$ cat config.mk
export PLATFORM = sky130hd
export DESIGN_NAME = core_id_ex_stage
export DESIGN_NICKNAME = d
export VERILOG_FILES = /design/src/rtl/core_id_ex_stage.sv
export SDC_FILE = /design/constraint.sdc
export NUM_CORES = 1
export LEC_CHECK = 0
export BUFFER_PORTS_ARGS = -buffer_cell sky130_fd_sc_hd__clkbuf_2
export CAP_MARGIN = 5
export CORE_AREA = 5 5 167 169
export CTS_BUF_LIST = sky130_fd_sc_hd__clkbuf_4
export CTS_CLUSTER_SIZE = 25
export DETAILED_ROUTE_END_ITERATION = 8
export DIE_AREA = 0 0 172 174
export GPL_TIMING_DRIVEN = 1
export HOLD_SLACK_MARGIN = 0.08
export PLACE_DENSITY = 0.62
export RECOVER_POWER = 50
export SLEW_MARGIN = 40
export SYNTH_ARGS = -nofsm -noshare
export SYNTH_HDL_FRONTEND = slang
export SYNTH_SLANG_ARGS = --single-unit
$ cat constraint.sdc
create_clock -name clk -period 5.6 [get_ports clk]
set_input_delay 0.56 -clock clk [delete_from_list [all_inputs] [get_ports clk]]
set_output_delay 0.56 -clock clk [all_outputs]
set_load 0.01 [all_outputs]
$ cat src/rtl/core_id_ex_stage.sv
// ID->EX pipeline register for the RV32I core: operand forwarding at capture,
// load-use bubble insertion, branch flush, downstream hold and a bubble counter.
module core_id_ex_stage #(
    parameter int BCNT_W = 16
) (
    input  logic              clk,
    input  logic              rst_n,
    input  logic              i_valid,
    input  logic [31:0]       i_pc,
    input  logic [6:0]        i_opcode,
    input  logic [6:0]        i_funct7,
    input  logic [2:0]        i_funct3,
    input  logic [4:0]        i_rs1,
    input  logic [4:0]        i_rs2,
    input  logic [4:0]        i_rd,
    input  logic [31:0]       i_rdata1,
    input  logic [31:0]       i_rdata2,
    input  logic [31:0]       i_imm,
    input  logic [31:0]       i_ex_res,
    input  logic [4:0]        i_mem_rd,
    input  logic [31:0]       i_mem_wdata,
    input  logic [4:0]        i_wb_rd,
    input  logic [31:0]       i_wb_wdata,
    input  logic              i_flush,
    input  logic              i_ex_hold,
    output logic              o_valid,
    output logic [31:0]       o_pc,
    output logic [6:0]        o_opcode,
    output logic [6:0]        o_funct7,
    output logic [2:0]        o_funct3,
    output logic [31:0]       o_num1u,
    output logic [31:0]       o_num2u,
    output logic [31:0]       o_immu,
    output logic [4:0]        o_rd,
    output logic              o_stall_id,
    output logic [BCNT_W-1:0] o_bubble_cnt
);

    localparam logic [6:0] OPC_LUI    = 7'b0110111;
    localparam logic [6:0] OPC_AUIPC  = 7'b0010111;
    localparam logic [6:0] OPC_JAL    = 7'b1101111;
    localparam logic [6:0] OPC_OP     = 7'b0110011;
    localparam logic [6:0] OPC_STORE  = 7'b0100011;
    localparam logic [6:0] OPC_BRANCH = 7'b1100011;
    localparam logic [6:0] OPC_LOAD   = 7'b0000011;

    function automatic logic uses_rs1(input logic [6:0] op);
        return !((op == OPC_LUI) || (op == OPC_AUIPC) || (op == OPC_JAL));
    endfunction

    function automatic logic uses_rs2(input logic [6:0] op);
        return (op == OPC_OP) || (op == OPC_STORE) || (op == OPC_BRANCH);
    endfunction

    // A loaded value is not yet in i_ex_res, so EX forwarding is disabled for loads.
    function automatic logic [31:0] fwd_sel(
        input logic [4:0]  rs,
        input logic [31:0] rdata,
        input logic        ex_ok,
        input logic [4:0]  ex_rd,
        input logic [31:0] ex_res,
        input logic [4:0]  mem_rd,
        input logic [31:0] mem_wdata,
        input logic [4:0]  wb_rd,
        input logic [31:0] wb_wdata
    );
        logic [31:0] v;
        if (rs == 5'd0) begin
            v = 32'd0;
        end else if (ex_ok && (ex_rd == rs)) begin
            v = ex_res;
        end else if (mem_rd == rs) begin
            v = mem_wdata;
        end else if (wb_rd == rs) begin
            v = wb_wdata;
        end else begin
            v = rdata;
        end
        return v;
    endfunction

    logic              valid_r;
    logic [31:0]       pc_r;
    logic [6:0]        opcode_r;
    logic [6:0]        funct7_r;
    logic [2:0]        funct3_r;
    logic [31:0]       num1_r;
    logic [31:0]       num2_r;
    logic [31:0]       imm_r;
    logic [4:0]        rd_r;
    logic [BCNT_W-1:0] bcnt_r;

    logic              load_use_s;
    logic              ex_fwd_ok_s;
    logic [31:0]       fwd1_s;
    logic [31:0]       fwd2_s;

    // Hazard detection and forwarded operand selection for the ID instruction.
    always_comb begin
        load_use_s  = 1'b0;
        ex_fwd_ok_s = valid_r && (opcode_r != OPC_LOAD);
        if (valid_r && (opcode_r == OPC_LOAD) && (rd_r != 5'd0) && i_valid) begin
            load_use_s = (uses_rs1(i_opcode) && (i_rs1 == rd_r)) ||
                         (uses_rs2(i_opcode) && (i_rs2 == rd_r));
        end else begin
            load_use_s = 1'b0;
        end
        fwd1_s = fwd_sel(i_rs1, i_rdata1, ex_fwd_ok_s, rd_r, i_ex_res,
                         i_mem_rd, i_mem_wdata, i_wb_rd, i_wb_wdata);
        fwd2_s = fwd_sel(i_rs2, i_rdata2, ex_fwd_ok_s, rd_r, i_ex_res,
                         i_mem_rd, i_mem_wdata, i_wb_rd, i_wb_wdata);
    end

    // Pipeline register: flush beats hold, hold beats load-use bubble, then capture.
    always_ff @(posedge clk or negedge rst_n) begin
        if (!rst_n) begin
            valid_r  <= 1'b0;
            pc_r     <= 32'd0;
            opcode_r <= 7'd0;
            funct7_r <= 7'd0;
            funct3_r <= 3'd0;
            num1_r   <= 32'd0;
            num2_r   <= 32'd0;
            imm_r    <= 32'd0;
            rd_r     <= 5'd0;
        end else if (i_flush) begin
            valid_r  <= 1'b0;
            opcode_r <= 7'd0;
            funct7_r <= 7'd0;
            funct3_r <= 3'd0;
            rd_r     <= 5'd0;
        end else if (!i_ex_hold) begin
            if (load_use_s) begin
                valid_r  <= 1'b0;
                opcode_r <= 7'd0;
                funct7_r <= 7'd0;
                funct3_r <= 3'd0;
                rd_r     <= 5'd0;
            end else begin
                valid_r  <= i_valid;
                pc_r     <= i_pc;
                opcode_r <= i_valid ? i_opcode : 7'd0;
                funct7_r <= i_funct7;
                funct3_r <= i_funct3;
                num1_r   <= fwd1_s;
                num2_r   <= fwd2_s;
                imm_r    <= i_imm;
                rd_r     <= i_valid ? i_rd : 5'd0;
            end
        end
    end

    // Saturating count of inserted load-use bubbles.
    always_ff @(posedge clk or negedge rst_n) begin
        if (!rst_n) begin
            bcnt_r <= {BCNT_W{1'b0}};
        end else if (!i_flush && !i_ex_hold && load_use_s && !(&bcnt_r)) begin
            bcnt_r <= bcnt_r + {{(BCNT_W-1){1'b0}}, 1'b1};
        end
    end

    assign o_valid      = valid_r;
    assign o_pc         = pc_r;
    assign o_opcode     = opcode_r;
    assign o_funct7     = funct7_r;
    assign o_funct3     = funct3_r;
    assign o_num1u      = num1_r;
    assign o_num2u      = num2_r;
    assign o_immu       = imm_r;
    assign o_rd         = rd_r;
    assign o_stall_id   = (load_use_s && !i_flush) || i_ex_hold;
    assign o_bubble_cnt = bcnt_r;

endmodule
======== Yosys cells after proc, flatten, opt, wreduce, memory -nomap -nowiden ========
Index checks and enable logic that the tools add are counted.
operators by class
  add/sub/neg operators ................... 1
  mux-type cells .......................... 26
  eq/ne operators ......................... 17
  bitwise logic cells ..................... 3
  reductions and logical operators ........ 27
operators with widths
  cell                                                   count
  two-way mux 32 bit                                     8
  two-way mux 7 bit                                      7
  equality test 5 bit                                    8
  equality test 7 x 6 -> 1 bit, second input constant    3
  two-way mux 5 bit                                      4
  adder 16 x 1 -> 16 bit, second input constant          1
  AND reduction 16 bit                                   1
  equality test 7 bit, second input constant             2
  logical AND 1 bit                                      12
  logical NOT 5 bit                                      2
  two-way mux 3 bit                                      3
  equality test 7 x 2 -> 1 bit, second input constant    1
  equality test 7 x 5 -> 1 bit, second input constant    1
  inequality test 7 x 2 -> 1 bit, second input constant  1
  logical OR 1 bit                                       6
  nonzero test 5 bit                                     1
  logical NOT 1 bit                                      4
  two-way mux 1 bit                                      4
  inverter 1 bit                                         3
  AND reduction 3 bit                                    1
  inequality test 2 bit, second input constant           1
storage, ports and cells
  output and inout bits ................... 168
  register bits after elaboration ......... 167

======== Logic depth before layout (Yosys ltp) ========
Gate-level depths: netlist of the first run.
  depth after elaboration ................. 10
  depth in mapped cells ................... 8
  depth with buffers taken out ............ 6

======== Least setup slack after synthesis of the first run ========
OpenSTA, ideal clock, no wires.
  path kind ............................... input to output
  start ................................... in i_rs1[4]
  end ..................................... out o_stall_id
  arrival time ............................ 1.966 ns
  required time ........................... 5.040 ns
  buffers on the path ..................... 2
  setup slack ............................. 3.074 ns
  cell stages on the path ................. 7
  cell sequence ........................... xor2_1 -> nor3_2 -> o211ai_1 -> a2111oi_4 -> buf_4 -> buf_2 -> a21o_1
between the ends
  longest elaborated chain between the ends .. 6
ends and longest elaborated chain
  element              RTL line  text
  start: declaration   13        input logic [4:0] i_rs1,
  equality test 5 bit  103       load_use_s = (uses_rs1(i_opcode) && (i_rs1 == rd_r)) ||
  logical AND 1 bit    103
  logical OR 1 bit     103
  two-way mux 1 bit    102       if (valid_r && (opcode_r == OPC_LOAD) && (rd_r != 5'd0) && i_valid) begin
  logical AND 1 bit    171       assign o_stall_id = (load_use_s && !i_flush) || i_ex_hold;
  logical OR 1 bit     171
  end: declaration     35        output logic o_stall_id,
No other way between the ends.

======== Final worst setup path of the first run ========
  start ................................... reg opcode_r[2] (netlist: o_opcode[2])
  end ..................................... reg num2_r[22] (netlist: o_num2u[22])
between the ends
  longest elaborated chain between the ends .. 7
ends and longest elaborated chain
  element                         RTL line  text
  start: declaration              84        logic [6:0] opcode_r;
  start signal: assignment        142       opcode_r <= i_valid ? i_opcode : 7'd0;
  equality test 7 x 2 -> 1 bit    102
  logical AND 1 bit (3 in a row)  102
  two-way mux 1 bit               102
  inverter 1 bit (no line)        -
  AND reduction 3 bit (no line)   -
  end signal: assignment          146       num2_r <= fwd2_s;
  end: declaration                88        logic [31:0] num2_r;
Several ways; a longest one is shown, not always the timed one.
A chain may end at the register's enable or synchronous reset.

==> flow_summary.toml, run 1 <==
[outcome]
status = "completed"

[sta]
slew_violations = 0
period_share_pct = 60.18
tns_ns = 0
hold_ws_ns = 0.2118
tightestPinTransition_ns = 1.274
skew_ns = 0.03379
rsz0062_at_grt = "no"
fmax_mhz = 296.7
fin_crit_ns = 3.370
setup_viol = 0
finalHoldViolCount = 0
relSlewSlack_pct = 15.10

[die]
die_w_um = 172
start_util_pct = 33.34
dieArea_um2 = 29930
io_pins = 439
die_h_um = 174
std_cell_rows = 60
design.core.area_um2 = 26430

[cts]
post-cts-setup-buffers = 0
path_clk_slew_ns = 0.18
cts_resized = 0
cts_buffers = 17
cts.path.max_buffers = 2
clock_latency_ns = 0.55
cts.sinks = 167
ctsRootBufferMaster = "clkbuf_4"
h-tree-depth = 4
cts_tree = "yes"

[detailed_routing]
via_per_inst = 5.123
drtIter0Drc = 665
ant_nets = 0
drcViolationCount = 0
wire_per_inst_um = 19.61
vias = 8145
dr.pass1.iters = 5
wl_mm = 31.18

[power]
powerDensity_nw_per_um2 = 248.6
ir_drop_v = 0.0001267
total_power_w = 0.002848
power.leakage_nw = 5.655

[job]
maxCapViolCount = 0

[setup_path]
critPathMostFrequentCell = "buf_4"
path_cells = "nor4_1 > nand4b_1 > nand4_1 > buf_4 > and2_1 > buf_4 > nand2_1 > a32o_1"
cp-start-kind = "flip-flop"
critPathSlowestCell = "and2_1"
cp.required_ns = 6.06
crit_type = "reg2reg"
endpoint_kind = "flip-flop"
cpPeakStageDelay_ns = 0.60
critPathArrivalTime_ns = 3.83
crit_fanout = 65

[placement]
dpl.hpwl_mm = 23.41
placed_cells = 1557
gp_congestion = 0.8979
io_buffers = 438

[logic_synthesis]
ys_ff_latch = 167
synthTopCellsByArea = "dfrtp_1 (47%), mux2_4 (8.5%), a32o_1 (7.3%)"
yosys.area.top_type = "dfrtp_1"
avgSynthCellArea_um2 = 10.70
synthCells = 823
synth_area_um2 = 8810
yosysTopAreaCellShare_pct = 47.44
yosysWarnings = 0
ys_types = 40
synth_nets = 1095
ys_seq_area_share_pct = 47.44

[finish]
area_delta_synth_final_pct = 30.01
seq_area_um2 = 4179
final_util_pct = 43.34
final_cells = 1590
fillers = 2701
final_nets = 1508
layout-drive-gt1-share_pct = 33.17
multi_input_area_um2 = 4392

[global_route]
grt_start_max_net_pins = 85
grt_pass1_wl_mm = 46.30
grt_pass1_vias = 8198
overflow = 0
antenna_found_initial = 2
grtUsageTotal_pct = 19.62

[worst_hold_path]
min_path_type = "in2reg"
## sequential cells by signal, summed over array words and instances (netlist names)
name and cells:
o_num1u 32, o_funct7 7, o_immu 32, o_pc 32, o_opcode 7, o_num2u 32, o_bubble_cnt 16, o_funct3 3
o_valid 1, o_rd 5
## per-layer routing
| layer | GRT usage, % | share of wire [%] | routed length (um) | vias to the layer above |
|---|---|---|---|---|
| met1 | 25.57 | 42 | 12990 | 3923 |
| met5 | 0 | 0.022 | 7 | - |
| met3 | 5.276 | 9.0 | 2797 | 41 |
| li1 | - | - | - | 3783 |
| met4 | 5.961 | 2.3 | 726 | 2 |
| met2 | 31.87 | 47 | 14650 | 396 |
## stage by stage
step           worst slack [ns]  cell area [um^2]
2_1_floorplan             3.074              8810
3_3_place_gp              2.134             11280
3_5_place_dp              2.167             11330
4_1_cts                   2.205             11620
5_1_grt                   1.984             11450
6_report                  2.230             11450
## layout by cell type, fill, tap and decap left out, types with 2 or more instances in the layout
| master | count |
|---|---|
| and4_1 | 3 |
| a32o_1 | 64 |
| mux2_2 | 15 |
| mux2_4 | 50 |
| dfrtp_1 | 167 |
| inv_8 | 5 |
| or4_1 | 3 |
| nor3_1 | 5 |
| nor2_4 | 3 |
| clkbuf_4 | 17 |
| nor2_1 | 133 |
| nor3_2 | 3 |
| and3_1 | 8 |
| xnor2_1 | 23 |
| a21oi_1 | 64 |
| nand2_1 | 71 |
| clkbuf_1 | 148 |
| inv_6 | 3 |
| clkinv_8 | 3 |
| a22o_1 | 22 |
| a21o_1 | 2 |
| buf_4 | 11 |
| nor3b_1 | 2 |
| mux2i_1 | 64 |
| nand4_1 | 8 |
| o21ai_0 | 2 |
| and2_1 | 4 |
| clkbuf_2 | 290 |
| nand3_1 | 9 |
| nand3_2 | 2 |
| clkinvlp_4 | 2 |
| xor2_1 | 22 |
## path summary, 6_finish.rpt
check	start	endpoint	slack, ns	depth (start not counted)
max	o_opcode[2]	o_num2u[22]	2.23	8
min	i_funct7[0]	o_funct7[0]	0.21	2
max reg2reg	o_opcode[2]	o_num2u[22]	2.23	8
min reg2reg	o_bubble_cnt[7]	o_bubble_cnt[7]	0.51	1
max in group asynchronous	rst_n	o_num2u[13]	3.30	3
min in group asynchronous	rst_n	o_immu[31]	0.59	2
## cells by family (layout without fill, tap and decap cells)
kind of cell             Yosys count  count (layout)  synth area share [%]
flip-flops                       167             167                 47.44
buffers and inverters             61             486                 3.437
XOR/XNOR                          45              45                 4.474
adder cells (fa/ha/maj)            1               1                0.1420
multiplexers                     129             129                 17.71
other                              0               1                     0
AND/OR/NAND/NOR                  261             261                 12.74
AO/OA/AOI/OAI                    159             159                 14.06
## power by group
| group | internal, W | leakage [nW] | switching (W) |
|---|---|---|---|
| logic | 0.000322 | 3.43 | 0.000362 |
| registers | 0.00135 | 2.08 | 0.0000873 |
| clock network | 0.000204 | 0.147 | 0.000524 |
| total | 0.00188 | 5.65 | 0.000973 |
## critical path: cells and delay by family (launching register included)
family          cells  cell delay, ns
compound gates      1            0.27
buf+inv             2            0.95
flops               1            0.45
simple gates        5            1.55
## synthesized netlist by cell type (all sizes together)
library cell    n
a32o           64
nor4            1
dfrtp         167
xor2           22
nor3b           3
nand2          71
or2             1
and2            4
a41o            1
xnor2          23
nor3            8
inv             1
and4            3
nand3          12
or4             3
mux2i          64
a41oi           1
mux2           65
nor2          136
ha              1
a22o           22
nand4b          1
nor2b           1
and3            8
buf            33
o21ai           2
clkbuf         27
a31oi           1
a21o            2
o211ai          1
nand2b          1
a21oi          64
nand4           8
a2111oi         1
## area by class of cell
class                      instances  share of cell area [%]
multi-input combinational        595                   38.34
sequential                       167                   36.49
timing repair buffer             454                   18.92
tap                              341                   3.725
clock inverter                    14                   1.355
clock buffer                      17                   1.114
inverter                           1                 0.03277
antenna                            1                 0.02185
## timing repair
action                                  4_1_cts  5_1_grt
hold endpoints to repair                     82        0
endpoints found under the setup margin        0        0
hold buffers                                  1        0
No activity file was read; power rests on OpenSTA's default activity.
==> inputs of run 2 (changes only) <==
- clock period: 5.6 -> 3.3 ns (I/O delays scaled with it)
==> run 2 against run 1 <==
Effect of this change:
- the run now ends with max-capacitance violations, max-slew violations left
- non-clock buffer count rose by 104
- utilization increased by 4.2 points
- highest routed layer is now met4
- first-iteration DRC count down 17%
- critical path depth is 1 lower
- clock power rose by 72%
- setup slack lost 1.9 ns
- register-to-register slack worse by 1.7 ns
- critical path type is now reg2out
- global-route usage increased by 1.6 points
==> flow_summary.toml, run 2 (synthesized netlist as in run 1, its figures left out) <==
[die]
io_pins = 439
std_cell_rows = 60
design.core.area_um2 = 26430
die_h_um = 174
start_util_pct = 33.34
die_w_um = 172
dieArea_um2 = 29930

[finish]
final_cells = 1696
fillers = 2509
final_nets = 1612
area_delta_synth_final_pct = 42.58
layout-drive-gt1-share_pct = 35.87
layout_common_cells = "clkbuf_2 (354), dfrtp_1 (167), nor2_1 (133)"
layout_commonest_cell = "clkbuf_2"

[sta]
rsz0062_at_grt = "no"
slew_violations = 64
finalHoldViolCount = 0
tightestPinTransition_ns = 1.537
period_share_pct = 91.18
fin_crit_ns = 3.009
worst_slack_ns = 0.2910
tns_ns = 0
fmax_mhz = 332.3
relSlewSlack_pct = -2.463
skew_ns = 0.05244
hold_ws_ns = 0.1400
setup_viol = 0

[power]
powerDensity_nw_per_um2 = 397.5
power.leakage_nw = 6.298
ir_drop_v = 0.0002279
total_power_w = 0.004993

[cts]
ctsRootBufferMaster = "clkbuf_4"
post-cts-setup-buffers = 0
cts_tree = "yes"
clock_latency_ns = 0.57
h-tree-depth = 4
cts.path.max_buffers = 2
cts_resized = 0
cts_buffers = 17
cts.sinks = 167
cts.hold.buffers_added = 96
path_clk_slew_ns = 0.21

[setup_path]
endpoint_kind = "output pin"
crit_fanout = 21
crit_type = "reg2out"
cp.required_ns = 2.97
critPathArrivalTime_ns = 2.68
cp-start-kind = "flip-flop"

[detailed_routing]
wire_per_inst_um = 19.68
drtIter0Drc = 551
via_per_inst = 5.105
ant_nets = 0
wl_mm = 33.38
dr.pass1.iters = 5
drcViolationCount = 0
vias = 8658

[global_route]
grt_pass1_wl_mm = 50.22
antenna_found_initial = 3
grtUsageTotal_pct = 21.19
overflow = 0
grt_start_max_net_pins = 75
grt_pass1_vias = 8983

[job]
maxCapViolCount = 1

[placement]
placed_cells = 1566
io_buffers = 438
gp_congestion = 0.9044
dp_slack_ns = 0.6597
dpl.hpwl_mm = 23.75

[outcome]
status = "complete, but fails checks"
violations = "max-capacitance violations, max-slew violations"

[worst_hold_path]
min_path_type = "in2reg"
-- run 2: cell count changes in the layout (fill, tap and decap cells not counted), sizes merged --
cell / before / now
diode: 1 / 3
clkinvlp: 2 / 0
dlygate4sd3: 1 / 96
inv: 9 / 7
clkinv: 4 / 8
clkbuf: 456 / 458
buf: 14 / 21
-- run 2: power breakdown --
group / total [W] / switching [W] / internal [W]
Clock: 0.00125 / 0.000906 / 0.000347
Sequential: 0.00245 / 0.000156 / 0.00229
Combinational: 0.00129 / 0.000645 / 0.000649
-- run 2: metrics by stage --
step           utilization [%]  instance area, um^2
2_1_floorplan                -                 8810
3_3_place_gp             43.13                11400
3_5_place_dp             43.29                11440
4_1_cts                  48.00                12680
5_1_grt                  47.53                12560
6_report                 47.53                12560
-- run 2: area by class of cell --
| class | count | area (um^2) | area share (%) |
|---|---|---|---|
| well taps | 341 | 426.7 | 3.397 |
| diodes | 3 | 7.507 | 0.05977 |
| multi-input cells | 595 | 4373 | 34.81 |
| inverters | 1 | 3.754 | 0.02988 |
| clock inverters | 14 | 157.7 | 1.255 |
| flip-flops and latches | 167 | 4179 | 33.27 |
| clock buffers | 17 | 127.6 | 1.016 |
| repair buffers | 558 | 3286 | 26.16 |
-- run 2: worst max-delay path, stage by stage, from the launching register on --
cell and delay [ns]:
dfrtp_1 0.51, xor2_1 0.21, nor3_2 0.20, o211ai_1 0.16, a2111oi_4 0.38, buf_4 0.34
a21o_1 0.17, clkbuf_2 0.12
-- run 2: path summary, 6_finish.rpt --
check,slack [ns],endpoint,depth (start not counted),start
worst min register to register,0.51,o_bubble_cnt[7],1,o_bubble_cnt[7]
worst max register to register,0.57,o_num1u[16],8,o_rd[0]
worst max-delay path,0.29,o_stall_id,7,o_rd[0]
min in group asynchronous,0.62,o_funct3[1],2,rst_n
max in group asynchronous,0.71,o_num1u[0],3,rst_n
worst min-delay path,0.14,o_num1u[25],4,i_rdata1[25]
-- run 2: routing by layer --
layer	share of wire, %	GRT usage, %
met5	0	0
met4	2.2	5.765
met3	8.1	5.185
met2	48	35.52
met1	42	27.25
==> inputs of run 3 (changes only) <==
- REMOVE_ABC_BUFFERS: default -> 1
- clock period: 3.3 -> 3.4 ns (I/O delays scaled with it)
==> run 3 against run 2 <==
Effect of this change:
- the run still ends with max-capacitance violations, max-slew violations left
- global-route usage up 0.10 points
- sequential power down 3%
- clock skew down 0.015 ns
- flip-flop and latch count unchanged
- non-clock buffer count down 13
- power down 2.2%
- first-iteration DRC count down 8.7%
- die area unchanged
- clock power about the same
- critical path type unchanged
- critical endpoint unchanged
==> flow_summary.toml, run 3 (synthesized netlist as in run 1, its figures left out) <==
[placement]
placed_cells = 1559
io_buffers = 438
dpl.hpwl_mm = 24.23
dp_slack_ns = 0.7993
gp_congestion = 0.8619
placed_area_um2 = 11360

[die]
io_pins = 439
dieArea_um2 = 29930
start_util_pct = 33.34
std_cell_rows = 60
die_w_um = 172
design.core.area_um2 = 26430
die_h_um = 174

[setup_path]
rrSetupSlack_ns = 0.73
crit_type = "reg2out"
endpoint_kind = "output pin"
crit_fanout = 20
r2r_cells = 8
endpoint = "o_stall_id"
critPathSlowestCell = "dfrtp_1"
critPathArrivalTime_ns = 2.64
cpPeakStageDelay_ns = 0.50
r2r-start = "o_rd[4]"
cp.required_ns = 3.06
worstReg2RegEnd = "o_immu[26]"
path_cells = "xor2_1 > nor3_2 > o211ai_1 > a2111oi_4 > buf_4 > a21o_1 > clkbuf_2"
cp-start-kind = "flip-flop"
startpoint = "o_rd[4]"

[outcome]
violations = "max-capacitance violations, max-slew violations"
status = "complete, but fails checks"

[global_route]
grt_start_max_net_pins = 84
overflow = 0
antenna_found_initial = 1
grt_pass1_wl_mm = 50.02
grt_pass1_vias = 8768
grtUsageTotal_pct = 21.29

[cts]
clock_latency_ns = 0.55
path_clk_slew_ns = 0.20
h-tree-depth = 4
cts.hold.buffers_added = 90
post-cts-setup-buffers = 0
cts_resized = 0
cts.sinks = 167
ctsRootBufferMaster = "clkbuf_4"
cts_tree = "yes"
cts.path.max_buffers = 2
cts_buffers = 17

[sta]
fin_crit_ns = 2.979
worst_slack_ns = 0.4213
tns_ns = 0
relSlewSlack_pct = -36.71
skew_ns = 0.03722
period_share_pct = 87.61
tightestPinTransition_ns = 2.051
rsz0062_at_grt = "no"
finalHoldViolCount = 0
fmax_mhz = 335.7
slew_violations = 84
hold_ws_ns = 0.1582
setup_viol = 0

[detailed_routing]
wire_per_inst_um = 19.93
drcViolationCount = 0
ant_nets = 0
wl_mm = 33.52
via_per_inst = 5.062
dr.pass1.iters = 7
vias = 8514
drtIter0Drc = 503

[finish]
final_nets = 1599
layout_commonest_cell = "clkbuf_2"
area_delta_synth_final_pct = 41.31
layout-drive-gt1-share_pct = 35.67
fin_area_um2 = 12450
layout_common_cells = "clkbuf_2 (355), dfrtp_1 (167), nor2_1 (133)"
final_cells = 1682

[power]
power.leakage_nw = 6.251
power_frac_clock_pct = 25.7
ir_drop_v = 0.0002327
internal-power_w = 0.003192
power_frac_seq_pct = 48.7
swShare_pct = 34.65
powerDensity_nw_per_um2 = 392.4
p_comb_share_pct = 25.6
p_sw_w = 0.001693

[worst_hold_path]
min_path_type = "in2reg"

[job]
maxCapViolCount = 1
run 3: cell count changes in the layout (fill, tap and decap cells not counted), moves of 2 or more:
cell           delta
inv_8             -3
nor2_2            +2
diode_2           -2
inv_6             +3
nand3_1           +2
buf_4             -6
clkinv_8          +4
dlygate4sd3_1     -6
nand3_2           -2
clkinv_4          -4
nor2_4            -2
run 3: power groups by stage:
stage	logic, W	clock network [W]	registers, W
floorplan	0.000472	0	0.00250
global placement	0.00120	0	0.00241
detailed placement	0.00122	0	0.00241
CTS	0.00130	0.00131	0.00238
global route	0.00135	0.00139	0.00241
finish	0.00125	0.00126	0.00238
run 3: per-stage QoR:
step                      util, %  total power (W)
after global routing        47.11         0.005150
final                       47.11         0.004885
after floorplan                 -         0.002971
after CTS                   47.57         0.004990
after global placement      42.96         0.003604
after detailed placement    42.98         0.003626
run 3: worst min-delay path by stage:
stage                       from              end  slack [ns]  cells after the start
floorplan                  rst_n  o_bubble_cnt[0]        0.04                      0
global placement           rst_n       o_immu[21]        0.43                      1
detailed placement         rst_n       o_immu[21]        0.43                      1
CTS                 i_rdata1[13]      o_num1u[13]        0.08                      4
global route        i_rdata1[26]      o_num1u[26]        0.09                      4
finish              i_rdata1[14]      o_num1u[14]        0.16                      4
run 3: routing by layer:
| layer | vias to the layer above | share of wire (%) | global-route usage (%) |
|---|---|---|---|
| met5 | - | 0 | 0 |
| met3 | 36 | 8.3 | 6.072 |
| met4 | 0 | 2.4 | 5.863 |
| met1 | 4135 | 39 | 25.77 |
| met2 | 360 | 50 | 36.86 |
| li1 | 3983 | - | - |
run 3: area by class of cell:
type,count,area (um^2)
Tap cell,341,426.7
Clock inverter,15,183.9
Inverter,1,3.754
Antenna cell,1,2.502
Fill cell,2547,13980
Multi-Input combinational cell,595,4367
Clock buffer,17,127.6
Timing Repair Buffer,545,3159
Sequential cell,167,4179
run 3: worst max-delay path: cells and delay by family, from the launching register on:
kind | cells | cell delay, ns
flip-flops | 1 | 0.50
AND/OR/NAND/NOR | 1 | 0.22
AO/OA/AOI/OAI | 3 | 0.71
buffers and inverters | 2 | 0.45
XOR/XNOR | 1 | 0.20
